## config.mk

```make
export PLATFORM = sky130hd
export DESIGN_NAME = uart_cmd_rx
export DESIGN_NICKNAME = d
export VERILOG_FILES = /design/src/rtl/uart_cmd_pkg.sv /design/src/rtl/uart_rx_byte.sv /design/src/rtl/uart_cmd_rx.sv
export SDC_FILE = /design/constraint.sdc
export NUM_CORES = 1
export LEC_CHECK = 0
export ABC_AREA = 1
export CORE_UTILIZATION = 45
export DETAILED_ROUTE_END_ITERATION = 10
export PLACE_DENSITY = 0.63
export SLEW_MARGIN = 5
export SYNTH_ARGS = -nofsm -noshare
export SYNTH_HDL_FRONTEND = slang
export SYNTH_SLANG_ARGS = --single-unit
```

## constraint.sdc

```tcl
create_clock -name clk -period 2.15 [get_ports clk]
set_clock_uncertainty 0.2 [all_clocks]
set_input_delay 0.3225 -clock clk [delete_from_list [all_inputs] [get_ports clk]]
set_output_delay 0.3225 -clock clk [all_outputs]
set_load 0.05 [all_outputs]
```

## src/rtl/uart_cmd_pkg.sv

```systemverilog
// Shared definitions for the UART command receiver: sync byte, command codes
// and the state encodings of the byte receiver and the frame parser.
package uart_cmd_pkg;

    localparam logic [7:0] SYNC_BYTE     = 8'hA5;
    localparam logic [7:0] CMD_SET_DELAY = 8'h01;
    localparam logic [7:0] CMD_SET_INTEG = 8'h02;
    localparam logic [7:0] CMD_START     = 8'h03;
    localparam logic [7:0] CMD_STOP      = 8'h04;

    typedef enum logic [2:0] {
        P_HUNT,
        P_CMD,
        P_IDX,
        P_DATA,
        P_CHK
    } parse_state_e;

    // B_BREAK holds off after a low stop bit until the line returns high.
    typedef enum logic [2:0] {
        B_IDLE,
        B_START,
        B_DATA,
        B_STOP,
        B_BREAK
    } byte_state_e;

endpackage

```

## src/rtl/uart_rx_byte.sv

```systemverilog
// 8N1 byte receiver: 2-flop RX synchroniser, mid-bit sampling byte FSM.
// Ports: clk, rst_n (async active-low), rx (raw serial line),
//        byte_valid (1-cycle strobe), byte_data (held until next byte),
//        frame_err (1-cycle strobe, stop bit sampled low).
module uart_rx_byte
    import uart_cmd_pkg::*;
#(
    parameter int unsigned CLK_FREQUENCY = 50000000,
    parameter int unsigned BAUD_RATE     = 230400
) (
    input  logic       clk,
    input  logic       rst_n,
    input  logic       rx,
    output logic       byte_valid,
    output logic [7:0] byte_data,
    output logic       frame_err
);

    localparam int unsigned BIT_CYC  = CLK_FREQUENCY / BAUD_RATE;
    localparam int unsigned HALF_CYC = BIT_CYC / 2;
    localparam int unsigned CNT_W    = $clog2(BIT_CYC);

    logic              rx_meta, rx_s;
    byte_state_e       state_q, state_d;
    logic [CNT_W-1:0]  cnt_q, cnt_d;
    logic [2:0]        bit_q, bit_d;
    logic [7:0]        shreg_q, shreg_d;
    logic              byte_valid_d, frame_err_d;

    assign byte_data = shreg_q;

    // Next-state: half-bit into the start bit, then whole bit periods.
    always_comb begin
        state_d      = state_q;
        cnt_d        = cnt_q;
        bit_d        = bit_q;
        shreg_d      = shreg_q;
        byte_valid_d = 1'b0;
        frame_err_d  = 1'b0;
        case (state_q)
            B_IDLE: begin
                cnt_d = '0;
                if (!rx_s) state_d = B_START;
            end
            B_START: begin
                if (cnt_q == CNT_W'(HALF_CYC - 1)) begin
                    cnt_d   = '0;
                    bit_d   = '0;
                    state_d = rx_s ? B_IDLE : B_DATA;
                end else begin
                    cnt_d = cnt_q + CNT_W'(1);
                end
            end
            B_DATA: begin
                if (cnt_q == CNT_W'(BIT_CYC - 1)) begin
                    cnt_d   = '0;
                    shreg_d = {rx_s, shreg_q[7:1]};
                    if (bit_q == 3'd7) state_d = B_STOP;
                    else               bit_d   = bit_q + 3'd1;
                end else begin
                    cnt_d = cnt_q + CNT_W'(1);
                end
            end
            B_STOP: begin
                if (cnt_q == CNT_W'(BIT_CYC - 1)) begin
                    cnt_d = '0;
                    if (rx_s) begin
                        byte_valid_d = 1'b1;
                        state_d      = B_IDLE;
                    end else begin
                        frame_err_d  = 1'b1;
                        state_d      = B_BREAK;
                    end
                end else begin
                    cnt_d = cnt_q + CNT_W'(1);
                end
            end
            B_BREAK: begin
                if (rx_s) state_d = B_IDLE;
            end
            default: state_d = B_IDLE;
        endcase
    end

    // State, synchroniser and output registers.
    always_ff @(posedge clk or negedge rst_n) begin
        if (!rst_n) begin
            rx_meta    <= 1'b1;
            rx_s       <= 1'b1;
            state_q    <= B_IDLE;
            cnt_q      <= '0;
            bit_q      <= '0;
            shreg_q    <= '0;
            byte_valid <= 1'b0;
            frame_err  <= 1'b0;
        end else begin
            rx_meta    <= rx;
            rx_s       <= rx_meta;
            state_q    <= state_d;
            cnt_q      <= cnt_d;
            bit_q      <= bit_d;
            shreg_q    <= shreg_d;
            byte_valid <= byte_valid_d;
            frame_err  <= frame_err_d;
        end
    end

endmodule

```

## src/rtl/uart_cmd_rx.sv

```systemverilog
// Host command receiver: assembles A5/cmd/index/data[/chk] frames from the
// UART byte stream, validates them and emits one-cycle config strobes.
// UART_CMD_CHECKSUM_EN: when defined, frames carry a trailing XOR checksum.
// Ports: clk, rst_n (async active-low), RX (serial in),
//        cfg_valid/cfg_cmd/cfg_index/cfg_data (accepted command, held),
//        frame_err (bad stop bit), cmd_err (rejected frame), busy (mid-frame).
module uart_cmd_rx
    import uart_cmd_pkg::*;
#(
    parameter int unsigned CLK_FREQUENCY = 50000000,
    parameter int unsigned BAUD_RATE     = 230400,
    parameter int unsigned RESOLUTION    = 32,
    parameter int unsigned NUM_INPUTS    = 16,
    parameter int unsigned MAX_DELAY     = 250,
    parameter int unsigned TIMEOUT_BITS  = 40,
    localparam int unsigned IW           = $clog2(NUM_INPUTS)
) (
    input  logic                  clk,
    input  logic                  rst_n,
    input  logic                  RX,
    output logic                  cfg_valid,
    output logic [7:0]            cfg_cmd,
    output logic [IW-1:0]         cfg_index,
    output logic [RESOLUTION-1:0] cfg_data,
    output logic                  frame_err,
    output logic                  cmd_err,
    output logic                  busy
);

    localparam int unsigned NB        = RESOLUTION / 8;
    localparam int unsigned DCNT_W    = (NB > 1) ? $clog2(NB) : 1;
    localparam int unsigned BIT_CYC   = CLK_FREQUENCY / BAUD_RATE;
    localparam int unsigned TMO_LIMIT = TIMEOUT_BITS * BIT_CYC;
    localparam int unsigned TMO_W     = $clog2(TMO_LIMIT + 1);

    logic                  rx_valid, rx_ferr;
    logic [7:0]            rx_data;

    parse_state_e          state_q, state_d;
    logic [DCNT_W-1:0]     dcnt_q, dcnt_d;
    logic [7:0]            cmd_q, cmd_d, idx_q, idx_d;
    logic [RESOLUTION-1:0] data_q, data_d, data_next;
    logic [TMO_W-1:0]      tmo_q, tmo_d;
`ifdef UART_CMD_CHECKSUM_EN
    logic [7:0]            chk_q, chk_d;
`endif
    logic                  finish, chk_good;
    logic                  cfg_valid_d, cmd_err_d, busy_d;
    logic [7:0]            cfg_cmd_d;
    logic [IW-1:0]         cfg_index_d;
    logic [RESOLUTION-1:0] cfg_data_d;

    uart_rx_byte #(
        .CLK_FREQUENCY (CLK_FREQUENCY),
        .BAUD_RATE     (BAUD_RATE)
    ) u_rx (
        .clk        (clk),
        .rst_n      (rst_n),
        .rx         (RX),
        .byte_valid (rx_valid),
        .byte_data  (rx_data),
        .frame_err  (rx_ferr)
    );

    // Payload arrives big-endian: shift in from the bottom.
    assign data_next = RESOLUTION'({data_q, rx_data});

    function automatic logic cmd_ok(input logic [7:0] c, input logic [7:0] i,
                                    input logic [RESOLUTION-1:0] d);
        case (c)
            CMD_SET_DELAY:       cmd_ok = (32'(i) < NUM_INPUTS) && (d <= RESOLUTION'(MAX_DELAY));
            CMD_SET_INTEG:       cmd_ok = (d != '0);
            CMD_START, CMD_STOP: cmd_ok = 1'b1;
            default:             cmd_ok = 1'b0;
        endcase
    endfunction

    // Parser next-state; a byte strobe wins over abort and timeout.
    always_comb begin
        state_d     = state_q;
        dcnt_d      = dcnt_q;
        cmd_d       = cmd_q;
        idx_d       = idx_q;
        data_d      = data_q;
        tmo_d       = tmo_q;
`ifdef UART_CMD_CHECKSUM_EN
        chk_d       = chk_q;
`endif
        finish      = 1'b0;
        chk_good    = 1'b1;
        cfg_valid_d = 1'b0;
        cmd_err_d   = 1'b0;
        cfg_cmd_d   = cfg_cmd;
        cfg_index_d = cfg_index;
        cfg_data_d  = cfg_data;

        if (rx_valid) begin
            tmo_d = '0;
            case (state_q)
                P_HUNT: begin
                    if (rx_data == SYNC_BYTE) state_d = P_CMD;
                end
                P_CMD: begin
                    cmd_d   = rx_data;
`ifdef UART_CMD_CHECKSUM_EN
                    chk_d   = rx_data;
`endif
                    state_d = P_IDX;
                end
                P_IDX: begin
                    idx_d   = rx_data;
`ifdef UART_CMD_CHECKSUM_EN
                    chk_d   = chk_q ^ rx_data;
`endif
                    dcnt_d  = '0;
                    state_d = P_DATA;
                end
                P_DATA: begin
                    data_d = data_next;
`ifdef UART_CMD_CHECKSUM_EN
                    chk_d  = chk_q ^ rx_data;
`endif
                    if (dcnt_q == DCNT_W'(NB - 1)) begin
`ifdef UART_CMD_CHECKSUM_EN
                        state_d = P_CHK;
`else
                        state_d = P_HUNT;
                        finish  = 1'b1;
`endif
                    end else begin
                        dcnt_d = dcnt_q + DCNT_W'(1);
                    end
                end
`ifdef UART_CMD_CHECKSUM_EN
                P_CHK: begin
                    state_d  = P_HUNT;
                    finish   = 1'b1;
                    chk_good = (rx_data == chk_q);
                end
`endif
                default: state_d = P_HUNT;
            endcase
        end else if (rx_ferr || state_q == P_HUNT) begin
            state_d = P_HUNT;
            tmo_d   = '0;
        end else if (tmo_q == TMO_W'(TMO_LIMIT)) begin
            state_d = P_HUNT;
            tmo_d   = '0;
        end else begin
            tmo_d = tmo_q + TMO_W'(1);
        end

        if (finish) begin
            if (chk_good && cmd_ok(cmd_d, idx_d, data_d)) begin
                cfg_valid_d = 1'b1;
                cfg_cmd_d   = cmd_d;
                cfg_index_d = IW'(idx_d);
                cfg_data_d  = data_d;
            end else begin
                cmd_err_d   = 1'b1;
            end
        end

        busy_d = (state_d != P_HUNT);
    end

    // Parser state and registered outputs.
    always_ff @(posedge clk or negedge rst_n) begin
        if (!rst_n) begin
            state_q   <= P_HUNT;
            dcnt_q    <= '0;
            cmd_q     <= '0;
            idx_q     <= '0;
            data_q    <= '0;
            tmo_q     <= '0;
`ifdef UART_CMD_CHECKSUM_EN
            chk_q     <= '0;
`endif
            cfg_valid <= 1'b0;
            cfg_cmd   <= '0;
            cfg_index <= '0;
            cfg_data  <= '0;
            frame_err <= 1'b0;
            cmd_err   <= 1'b0;
            busy      <= 1'b0;
        end else begin
            state_q   <= state_d;
            dcnt_q    <= dcnt_d;
            cmd_q     <= cmd_d;
            idx_q     <= idx_d;
            data_q    <= data_d;
            tmo_q     <= tmo_d;
`ifdef UART_CMD_CHECKSUM_EN
            chk_q     <= chk_d;
`endif
            cfg_valid <= cfg_valid_d;
            cfg_cmd   <= cfg_cmd_d;
            cfg_index <= cfg_index_d;
            cfg_data  <= cfg_data_d;
            frame_err <= rx_ferr;
            cmd_err   <= cmd_err_d;
            busy      <= busy_d;
        end
    end

endmodule
```

==> After elaboration in Yosys (flattened, before gate mapping) <==
Index checks and enable logic that the tools add are counted.
{ "classes": {"addsub": 4, "mul": 0, "div_mod_pow": 0, "n_lt_le_gt_ge": 2, "eq_ne": 25, "shift": 0, "muxes": 48, "bitwise": 0, "reduce_logical": 16} }
{ "op_table": {"columns": ["op", "n"], "rows": [
  ["32-bit two-way mux", 2],
  ["8-bit two-way mux", 6],
  ["3-bit two-way mux", 15],
  ["14-bit two-way mux", 3],
  ["32-bit by 8-bit <= comparator with 1-bit output (second input constant)", 1],
  ["32-bit nonzero test", 1],
  ["8-bit one-hot mux with 3 select lines", 1],
  ["8-bit by 2-bit equality test with 1-bit output (second input constant)", 2],
  ["8-bit equality test (second input constant)", 2],
  ["3-bit one-hot mux with 5 select lines", 1],
  ["14-bit by 1-bit adder with 14-bit output (second input constant)", 1],
  ["14-bit equality test (second input constant)", 1],
  ["1-bit two-way mux", 14],
  ["3-bit by 2-bit equality test with 1-bit output (second input constant)", 4],
  ["3-bit one-hot mux with 4 select lines", 1],
  ["2-bit by 1-bit inequality test with 1-bit output (second input constant)", 5],
  ["8-bit by 1-bit adder with 8-bit output (second input constant)", 1],
  ["8-bit by 1-bit equality test with 1-bit output (second input constant)", 1],
  ["8-bit by 3-bit equality test with 1-bit output (second input constant)", 1],
  ["8-bit by 7-bit equality test with 1-bit output (second input constant)", 1],
  ["8-bit by 5-bit < comparator with 1-bit output (second input constant)", 1],
  ["3-bit by 1-bit equality test with 1-bit output (second input constant)", 2],
  ["3-bit equality test (second input constant)", 2],
  ["3-bit logical NOT", 2],
  ["17 further kinds", 24]
]} }
{ "word_totals": {"register_bits": 141, "latchBits": 0, "ramBits": 0, "rom_bits": 0, "inputBits": 3, "output_inout_bits": 48, "wordCells": 116, "mem_count": 0} }

==> Depth between registers and ports, before layout <==
Gate-level depths: netlist of run 1.
{ "logic_depth": {"depth_word": 9, "ltp_mapped": 18, "mapped_depth_nobuf": 17} }

==> Modules after synthesis <==
A second synthesis of run 1 with hierarchy kept.
{ "unflattened": {"hier_cells": 818, "area_unflattened_um2": 6533.8} }
{ "by_module_without_submodules": {"columns": ["module", "n_inst", "cells_each", "area_per_inst_um2", "seq_area_each_um2"], "rows": [
  ["uart_cmd_rx", 1, 652, 5185.0, 2877.8],
  ["uart_rx_byte", 1, 166, 1348.8, 653.1]
]} }

==> Worst setup path after synthesis of run 1 <==
Ideal clock, no wire load.
{ "synth_timing": {"kind": "reg2reg", "startpoint": "register state_q[2]", "endpoint": "register cfg_cmd[0]", "setup_ps": 119, "t_arrival_ps": 1952, "t_required_ps": 1831, "setup_slack_ps": -122, "stages_incl_launch_ff": 19, "path_buffers": 2, "period_less_slack_ps": 2272, "cell_sequence": "dfrtp_1 -> inv_2 -> nand2_1 -> nor2_4 -> buf_4 -> nand2_1 -> nand2_1 -> nand2_1 -> nor2_1 -> nand2_1 -> nor2_1 -> nand2_1 -> nand2_1 -> nand3_1 -> nand2_2 -> nand2_2 -> buf_4 -> nand2_1 -> nand2_1"} }
{ "synth_between": {"elab_chain_len": 8, "elab_cells_between_ends": 23, "classes_between": "order compare (2); eq/ne (7); mux (10); reduce/logical (4)"} }
{ "synth_rtl": {"columns": ["element", "line", "rtl"], "rows": [
  ["start: declaration", "uart_cmd_rx.sv:39", "parse_state_e state_q, state_d;"],
  ["start signal: assignment", "uart_cmd_rx.sv:187", "state_q <= state_d;"],
  ["3-bit by 2-bit equality test with 1-bit output or 3-bit by 1-bit equality test with 1-bit output (tied branches)", "uart_cmd_rx.sv:99", "case (state_q)"],
  ["32-bit two-way mux or 8-bit two-way mux (tied branches)", "uart_cmd_rx.sv:99", null],
  ["32-bit two-way mux or 8-bit two-way mux (tied branches)", "uart_cmd_rx.sv:97", "if (rx_valid) begin"],
  ["32-bit by 8-bit <= comparator with 1-bit output, or another cell as far along", "uart_cmd_rx.sv:71", "CMD_SET_DELAY: cmd_ok = (32'(i) < NUM_INPUTS) && (d <= RESOLUTION'(MAX_DELAY));"],
  ["1-bit logical AND or 2-bit OR reduction (tied branches)", "uart_cmd_rx.sv:71, uart_cmd_rx.sv:70", null],
  ["1-bit one-hot mux with 3 select lines", "uart_cmd_rx.sv:70", "case (c)"],
  ["1-bit two-way mux", "uart_cmd_rx.sv:153", "if (finish) begin"],
  ["2-bit AND reduction (no source line)", null, null],
  ["end signal: assignment", "uart_cmd_rx.sv:197", "cfg_cmd <= cfg_cmd_d;"],
  ["end: declaration", "uart_cmd_rx.sv:22", "output logic [7:0] cfg_cmd,"]
]} }
Several ways; a longest one is shown, not always the timed one. The select of a mux whose other input is x is not followed.
A chain may end at the register's enable or synchronous reset.

==> Worst setup path after layout of run 1 <==
{ "layout_timing": {"startpoint": "register state_q[2]", "endpoint": "register cfg_index[3]"} }
{ "layout_between": {"elab_chain_len": 8, "elab_cells_between_ends": 23, "classes_between": "order compare (2); eq/ne (7); mux (10); reduce/logical (4)"} }
{ "layout_rtl": {"columns": ["element", "line", "rtl"], "rows": [
  ["3-bit by 2-bit equality test with 1-bit output or 3-bit by 1-bit equality test with 1-bit output (tied branches)", "uart_cmd_rx.sv:99", null],
  ["32-bit two-way mux or 8-bit two-way mux (tied branches)", "uart_cmd_rx.sv:99", null],
  ["32-bit two-way mux or 8-bit two-way mux (tied branches)", "uart_cmd_rx.sv:97", null],
  ["32-bit by 8-bit <= comparator with 1-bit output, or another cell as far along", "uart_cmd_rx.sv:71", null],
  ["1-bit logical AND or 2-bit OR reduction (tied branches)", "uart_cmd_rx.sv:71, uart_cmd_rx.sv:70", null],
  ["1-bit one-hot mux with 3 select lines", "uart_cmd_rx.sv:70", null],
  ["1-bit two-way mux", "uart_cmd_rx.sv:153", null],
  ["2-bit AND reduction (no source line)", null, null],
  ["end signal: assignment", "uart_cmd_rx.sv:198", "cfg_index <= cfg_index_d;"],
  ["end: declaration", "uart_cmd_rx.sv:23", "output logic [IW-1:0] cfg_index,"]
]} }
Several ways; a longest one is shown, not always the timed one. The select of a mux whose other input is x is not followed.

==> results of run 1 <==
## kinds of logic after synthesis
kind of cell | synth area share
buffers and inverters | 0.0977
XOR/XNOR | 0.00549
AND/OR/NAND/NOR | 0.268
adder cells (fa/ha/maj) | 0.0137
AO/OA/AOI/OAI | 0.0616
flip-flops | 0.554
## worst paths after layout
path / startpoint / end / slack [ns] / depth (start not counted)
max: state_q[2] / cfg_index[3] / -0.45 / 17
min: RX / u_rx.rx_meta / 0.10 / 1
max reg2reg: state_q[2] / cfg_index[3] / -0.45 / 17
min reg2reg: u_rx.rx_meta / u_rx.rx_s / 0.15 / 0
max in group asynchronous: rst_n / data_q[19] / 1.02 / 3
min in group asynchronous: rst_n / cfg_cmd[5] / 0.14 / 2
## final cells by class
type,instances,share of cell area
multi-input combinational,497,0.283
clock buffer,20,0.0510
inverter,131,0.0555
tap,180,0.0251
sequential,141,0.394
timing repair buffer,148,0.172
clock inverter,12,0.0186
## power by group through the flow
| stage | combinational [mW] | clock (mW) | sequential (mW) |
|---|---|---|---|
| 6_report | 0.0669 | 3.11 | 2.66 |
| 5_1_grt | 0.0794 | 3.27 | 2.66 |
| 4_1_cts | 0.0714 | 3.16 | 2.66 |
| 3_5_place_dp | 0.0697 | 0 | 2.71 |
| 3_3_place_gp | 0.0684 | 0 | 2.71 |
| 2_1_floorplan | 0.00169 | 0 | 2.71 |
## registers in the layout, indices dropped and copies added (netlist names)
| register | flops |
|---|---|
| busy | 1 |
| cfg_cmd | 8 |
| cfg_data | 32 |
| cfg_index | 4 |
| cfg_valid | 1 |
| cmd_err | 1 |
| cmd_q | 8 |
| data_q | 32 |
| dcnt_q | 2 |
| frame_err | 1 |
| idx_q | 8 |
| state_q | 3 |
| tmo_q | 14 |
| u_rx.bit_q | 3 |
| u_rx.byte_data | 8 |
| u_rx.byte_valid | 1 |
| u_rx.cnt_q | 8 |
| u_rx.frame_err | 1 |
| u_rx.rx_meta | 1 |
| u_rx.rx_s | 1 |
| u_rx.state_q | 3 |
## placed cells by master, fill, tap and decap left out, drive strengths merged, types with 2 or more instances in the layout
master         instances
xnor2                  2
clkbuf                26
nand3                 53
nor3                  17
dlymetal6s2s          21
dfstp                  2
nand2                276
nor3b                  2
nor2                  55
o32ai                  2
nand4                  7
buf                   92
inv                  132
dfrtp                139
bufinv                 4
a21oi                 21
ha                     7
clkinv                 6
xor2                   2
clkdlybuf4s50         28
o31ai                  2
o21ai                 42
## timing repair
| item | CTS | global route |
|---|---|---|
| pin swaps | 1 | 11 |
| endpoints found under the hold margin | 139 | 0 |
| setup buffers | 3 | 13 |
| resized for setup | 6 | 108 |
| gates cloned | 2 | 7 |
| setup endpoints to repair | 46 | 64 |
| hold buffers | 1 | 0 |
## per-layer routing
layer  vias to the layer above  part of all wire
met5                         -                 0
met4                         0             0.017
met3                        26             0.045
met2                       134              0.47
met1                      2642              0.46
li1                       2730                 -
## per-stage QoR
stage,hold WS [ns],setup TNS [ns]
2_1_floorplan,-0.173,-3.19
3_3_place_gp,0.0113,-15.12
3_5_place_dp,0.0149,-17.11
4_1_cts,0.0937,-18.21
5_1_grt,0.116,-26.57
6_report,0.103,-19.57
## worst max-delay path, delay by kind of cell (launching register included)
family | cells | cell delay (ns)
DFF | 1 | 0.41
buffers and inverters | 3 | 0.53
AOI/OAI and AO/OA | 1 | 0.13
and+or+nand+nor | 13 | 1.21
==> impl_metrics.env, run 1 <==
export IMPL_hold_viol=0
export IMPL_dieHeight_um=121
export IMPL_syn_area_mm2=0.00638
export IMPL_critical_path_max_stage_delay_ns=0.41
export IMPL_numCtsBuffers=17
export IMPL_max_freq_mhz=384
export IMPL_wire_per_inst_um=14.0
export IMPL_insertion_delay_ns=0.43
export IMPL_totalPowerFinal_mw=5.83
export IMPL_met2_usage=0.333
export IMPL_final_cells=1129
export IMPL_synth_top_cell_by_area="dfrtp_1"
export IMPL_setup_worst_path_class="reg -> reg"
export IMPL_status="finished, violations left"
export IMPL_p_clk_frac=0.533
export IMPL_io_pins=51
export IMPL_met3_usage=0.0522
export IMPL_ys_warn_count=0
export IMPL_final_max_slew_violation_count=0
export IMPL_grt_overflow=0
export IMPL_grt_setup_unrepaired="true"
export IMPL_crit_arrival_ns=2.72
export IMPL_synth_most_common_cell="nand2_1"
export IMPL_firstDrtPassIters=5
export IMPL_synth_top_area_share=0.545
export IMPL_tightest_slew_ns=0.553
export IMPL_pwr_density_cell_mw_per_mm2=651
export IMPL_place_inst=1073
export IMPL_netlist_top_cells_area="dfrtp_1, nand2_1, inv_1, nand3_1, nor2_1"
export IMPL_placed_area_mm2=0.00765
export IMPL_pre_cts_slack_ns=-0.393
export IMPL_io_buffers=50
export IMPL_synth_enable_flop_cells=0
export IMPL_htreeDepth=4
export IMPL_finalCriticalPeriod_ns=2.60
export IMPL_critPathLaunchType="register"
export IMPL_nets=946
export IMPL_initial_core_util=0.461
export IMPL_synth_ff_type="dfrtp_1"
export IMPL_cts_sink_count=141
export IMPL_drv_cap=0
export IMPL_worst_slack_ns=-0.452
export IMPL_max_slew_margin=0.629
export IMPL_register_area_mm2=0.00353
export IMPL_crit_slowest_cell="dfrtp_1"
export IMPL_antenna_found_initial=0
export IMPL_vias=5532
export IMPL_leakage_nw=5.21
export IMPL_clock_tree_buffer_depth=2
export IMPL_synth_commonest_cells="nand2_1, dfrtp_1, inv_1"
export IMPL_grt_util_all_layers=0.221
export IMPL_intPower_mw=4.66
export IMPL_top_usage_layer="met2"
export IMPL_violations="negative setup slack"
export IMPL_num_rows=43
export IMPL_postSynthCellCount=793
export IMPL_clk_pin_slew_worst_paths_ns=0.06
export IMPL_drt_initial_drc_count=381
export IMPL_cp_required_ns=2.27
export IMPL_max_vdd_ir_drop_mv=0.503
export IMPL_syn_area_per_cell_um2=8.04
export IMPL_worst_setup_path_end_kind="register"
export IMPL_grt_start_max_net_pins=50
export IMPL_core_area_mm2=0.0138
export IMPL_p_seq_frac=0.456
export IMPL_cts_tree="built"
export IMPL_routed_wl_um=15800
export IMPL_cts_root_buffer="clkbuf_16"
export IMPL_die_area_mm2=0.0147
export IMPL_pwr_share_comb=0.011
export IMPL_hpwl_um=10200
export IMPL_drc=0
export IMPL_grt_pass1_wl_um=25000
export IMPL_yosysUniqueCellTypes=35
export IMPL_nFillCells=1129
export IMPL_min_path_type="in -> reg"
export IMPL_fin_crit_sh=1.21
export IMPL_swShare=0.201
export IMPL_grt_pass1_vias=5249
export IMPL_n_antenna_cell=0
export IMPL_ant_nets=0
export IMPL_gp_congestion=0.907
export IMPL_finalSetupViolCount=46
export IMPL_final_util=0.648
export IMPL_via_per_inst=4.90
export IMPL_gr_usage_met1=0.305
export IMPL_multi_input_area_mm2=0.00254
export IMPL_netSwitchingPower_mw=1.17
export IMPL_seq_area_frac_synth=0.554
export IMPL_area_growth_pct=40.4
export IMPL_drive_above_1_share=0.230
export IMPL_ys_ff_latch=141
export IMPL_cp_max_fo=10
export IMPL_synthArstFlopShare=1.00
export IMPL_synth_nets=803
export IMPL_final_area_mm2=0.00896
export IMPL_die_w_um=121
export IMPL_crit_top_cell="nand2_1"
export IMPL_worstPathCellList="buf_6 > nor2_4 > nand2_4 > clkbuf_16 > o21ai_4 > nand2_1 > nor2_2 > nand2_1 > nor2_2 > nand2_1 > nand2_1 > nand3_2 > nand2_4 > nand2_8 > clkbuf_16 > nand2_1 > nand2_1"
(Power assumes the default switching activity.)
==> run 2: changes to the inputs <==
Settings changed: CORE_UTILIZATION 45 to 52, CTS_CLUSTER_DIAMETER set to 80, PLACE_DENSITY 0.63 to 0.71.
==> impl_metrics.env, run 2 (synthesized netlist as in run 1, its figures left out) <==
export IMPL_status="finished, violations left"
export IMPL_multi_input_area_mm2=0.00260
export IMPL_setup_tns_ns=-25.33
export IMPL_nFillCells=826
export IMPL_cts_root_buffer="clkbuf_16"
export IMPL_crit_slowest_cell="dfrtp_2"
export IMPL_ff2ff_path_depth=16
export IMPL_drt_initial_drc_count=363
export IMPL_final_cells=1105
export IMPL_worst_setup_path_end_kind="register"
export IMPL_route_met2_wl_um=8530
export IMPL_min_path_type="in -> reg"
export IMPL_worstReg2RegStart="state_q[2]"
export IMPL_firstDrtPassIters=6
export IMPL_tightest_slew_ns=0.560
export IMPL_num_rows=40
export IMPL_antenna_found_initial=0
export IMPL_via_per_inst=5.31
export IMPL_crit_buf_inv=3
export IMPL_max_vdd_ir_drop_mv=0.667
export IMPL_hold_start="RX"
export IMPL_fin_crit_sh=1.27
export IMPL_hold_path_depth=1
export IMPL_crit_family="simple AND/OR/NAND/NOR gates"
export IMPL_cp_required_ns=2.31
export IMPL_vias=5863
export IMPL_wl_met1_um=7580
export IMPL_htreeDepth=4
export IMPL_max_freq_mhz=367
export IMPL_die_area_mm2=0.0127
export IMPL_io_pins=51
export IMPL_worstPathCellList="buf_6 > nor2_4 > nand2_8 > buf_12 > o21ai_2 > nand2_1 > nor2_1 > nand2_1 > nor2_2 > nand2_1 > a21oi_2 > nand2_4 > nand2_8 > buf_12 > nand2_4 > nand2_2"
export IMPL_finalSetupViolCount=47
export IMPL_cts_sink_count=141
export IMPL_worst_slack_ns=-0.572
export IMPL_critPathLaunchType="register"
export IMPL_register_area_mm2=0.00353
export IMPL_dieHeight_um=113
export IMPL_top_layer="met4"
export IMPL_hpwl_um=10300
export IMPL_hold_viol=0
export IMPL_final_common_cell="nand2_1"
export IMPL_grt_pass1_wl_um=25700
export IMPL_grt_setup_unrepaired="true"
export IMPL_core_area_mm2=0.0120
export IMPL_crit_arrival_ns=2.88
export IMPL_pre_cts_slack_ns=-0.391
export IMPL_clock_tree_buffer_depth=2
export IMPL_ant_nets=0
export IMPL_final_max_slew_violation_count=0
export IMPL_min_to="u_rx.rx_meta"
export IMPL_worst_r2r_endpoint="cfg_data[10]"
export IMPL_cp_max_fo=7
export IMPL_grt_start_max_net_pins=55
export IMPL_place_inst=1044
export IMPL_worst_r2r_setup_slack_ns=-0.57
export IMPL_cts_tree="built"
export IMPL_grt_util_all_layers=0.260
export IMPL_crit_top_cell="nand2_1"
export IMPL_leakage_nw=5.19
export IMPL_grt_overflow=0
export IMPL_violations="negative setup slack"
export IMPL_finalCriticalPeriod_ns=2.72
export IMPL_n_antenna_cell=0
export IMPL_insertion_delay_ns=0.42
export IMPL_io_buffers=50
export IMPL_routed_wl_um=17400
export IMPL_grt_pass1_vias=5464
export IMPL_critical_path_max_stage_delay_ns=0.43
export IMPL_area_growth_pct=42.6
export IMPL_die_w_um=113
export IMPL_initial_core_util=0.533
export IMPL_drv_cap=0
export IMPL_max_slew_margin=0.626
export IMPL_final_util=0.761
export IMPL_drc=0
export IMPL_wl_met3_um=946
export IMPL_numCtsBuffers=17
export IMPL_wire_per_inst_um=15.7
export IMPL_pwr_density_cell_mw_per_mm2=657
export IMPL_nets=955
export IMPL_reg_top3="cfg_data: 32 flops, data_q: 32 flops, tmo_q: 14 flops"
export IMPL_clk_pin_slew_worst_paths_ns=0.06
export IMPL_setup_worst_path_class="reg -> reg"
export IMPL_gp_congestion=0.939
export IMPL_most_common_layout_cells="nand2_1, dfrtp_1, inv_1, buf_4, nand2_2"
export IMPL_drive_above_1_share=0.268
==> run 2: cell types whose count changed in the layout (fill, tap and decap cells not counted), sizes merged <==
cell / delta
clkbuf: +1
clkdlybuf4s50: +3
bufinv: +1
dlymetal6s2s: -3
inv: -1
clkinv: -1
clkinvlp: +1
buf: +8
==> run 2: where the power goes <==
part	leakage [nW]	total, mW	switching (mW)	internal (mW)
sequential	1.95	2.66	0.00141	2.66
clock	0.322	3.25	1.12	2.14
combinational	2.92	0.0654	0.0524	0.0131
total	5.19	5.98	1.17	4.81
==> run 2: cell type report <==
type / instances / share of cell area
well taps: 147 / 0.0202
inverters: 131 / 0.0549
clock buffers: 20 / 0.0513
flip-flops and latches: 141 / 0.388
clock inverters: 12 / 0.0209
repair buffers: 157 / 0.179
multi-input cells: 497 / 0.286
==> run 2: how the worst max path moves through the flow <==
stage	from	end	slack [ns]	depth (start not counted)
floorplan	state_q[2]	cfg_data[0]	-0.08	18
global placement	state_q[2]	cfg_data[31]	-0.34	16
detailed placement	state_q[2]	cfg_data[10]	-0.39	17
CTS	state_q[2]	cfg_data[8]	-0.39	19
global route	state_q[2]	cfg_data[11]	-0.67	15
finish	state_q[2]	cfg_data[10]	-0.57	16
==> run 2: per-layer routing <==
| layer | vias to the layer above | global-route usage |
|---|---|---|
| met4 | 0 | 0.0987 |
| li1 | 2751 | - |
| met3 | 26 | 0.0461 |
| met5 | - | 0 |
| met1 | 2870 | 0.346 |
| met2 | 216 | 0.430 |
==> run 2: worst register-to-register path: stages (launching register included) <==
cell and delay, ns:
dfrtp_2 0.43, buf_6 0.13, nor2_4 0.14, nand2_8 0.10
buf_12 0.16, o21ai_2 0.15, nand2_1 0.10, nor2_1 0.14
nand2_1 0.12, nor2_2 0.13, nand2_1 0.10, a21oi_2 0.20
nand2_4 0.12, nand2_8 0.15, buf_12 0.16, nand2_4 0.05
nand2_2 0.07
==> run 2: per-stage QoR <==
step,total power [mW],area (um^2),hold slack (ns)
after floorplan,2.71,6430,-0.173
after global placement,2.77,7670,0.0467
after detailed placement,2.77,7670,0.0531
after CTS,6.00,8460,0.115
after global routing,6.14,9100,0.133
final,5.98,9100,0.119
==> run 2: timing repair <==
action | 4_1_cts | 5_1_grt
endpoints found under the hold margin | 121 | 0
gates resized for setup | 11 | 132
setup buffers | 5 | 15
pin swaps | 5 | 45
gates cloned | 2 | 8
setup endpoints to repair | 46 | 53
hold buffers | 1 | 0
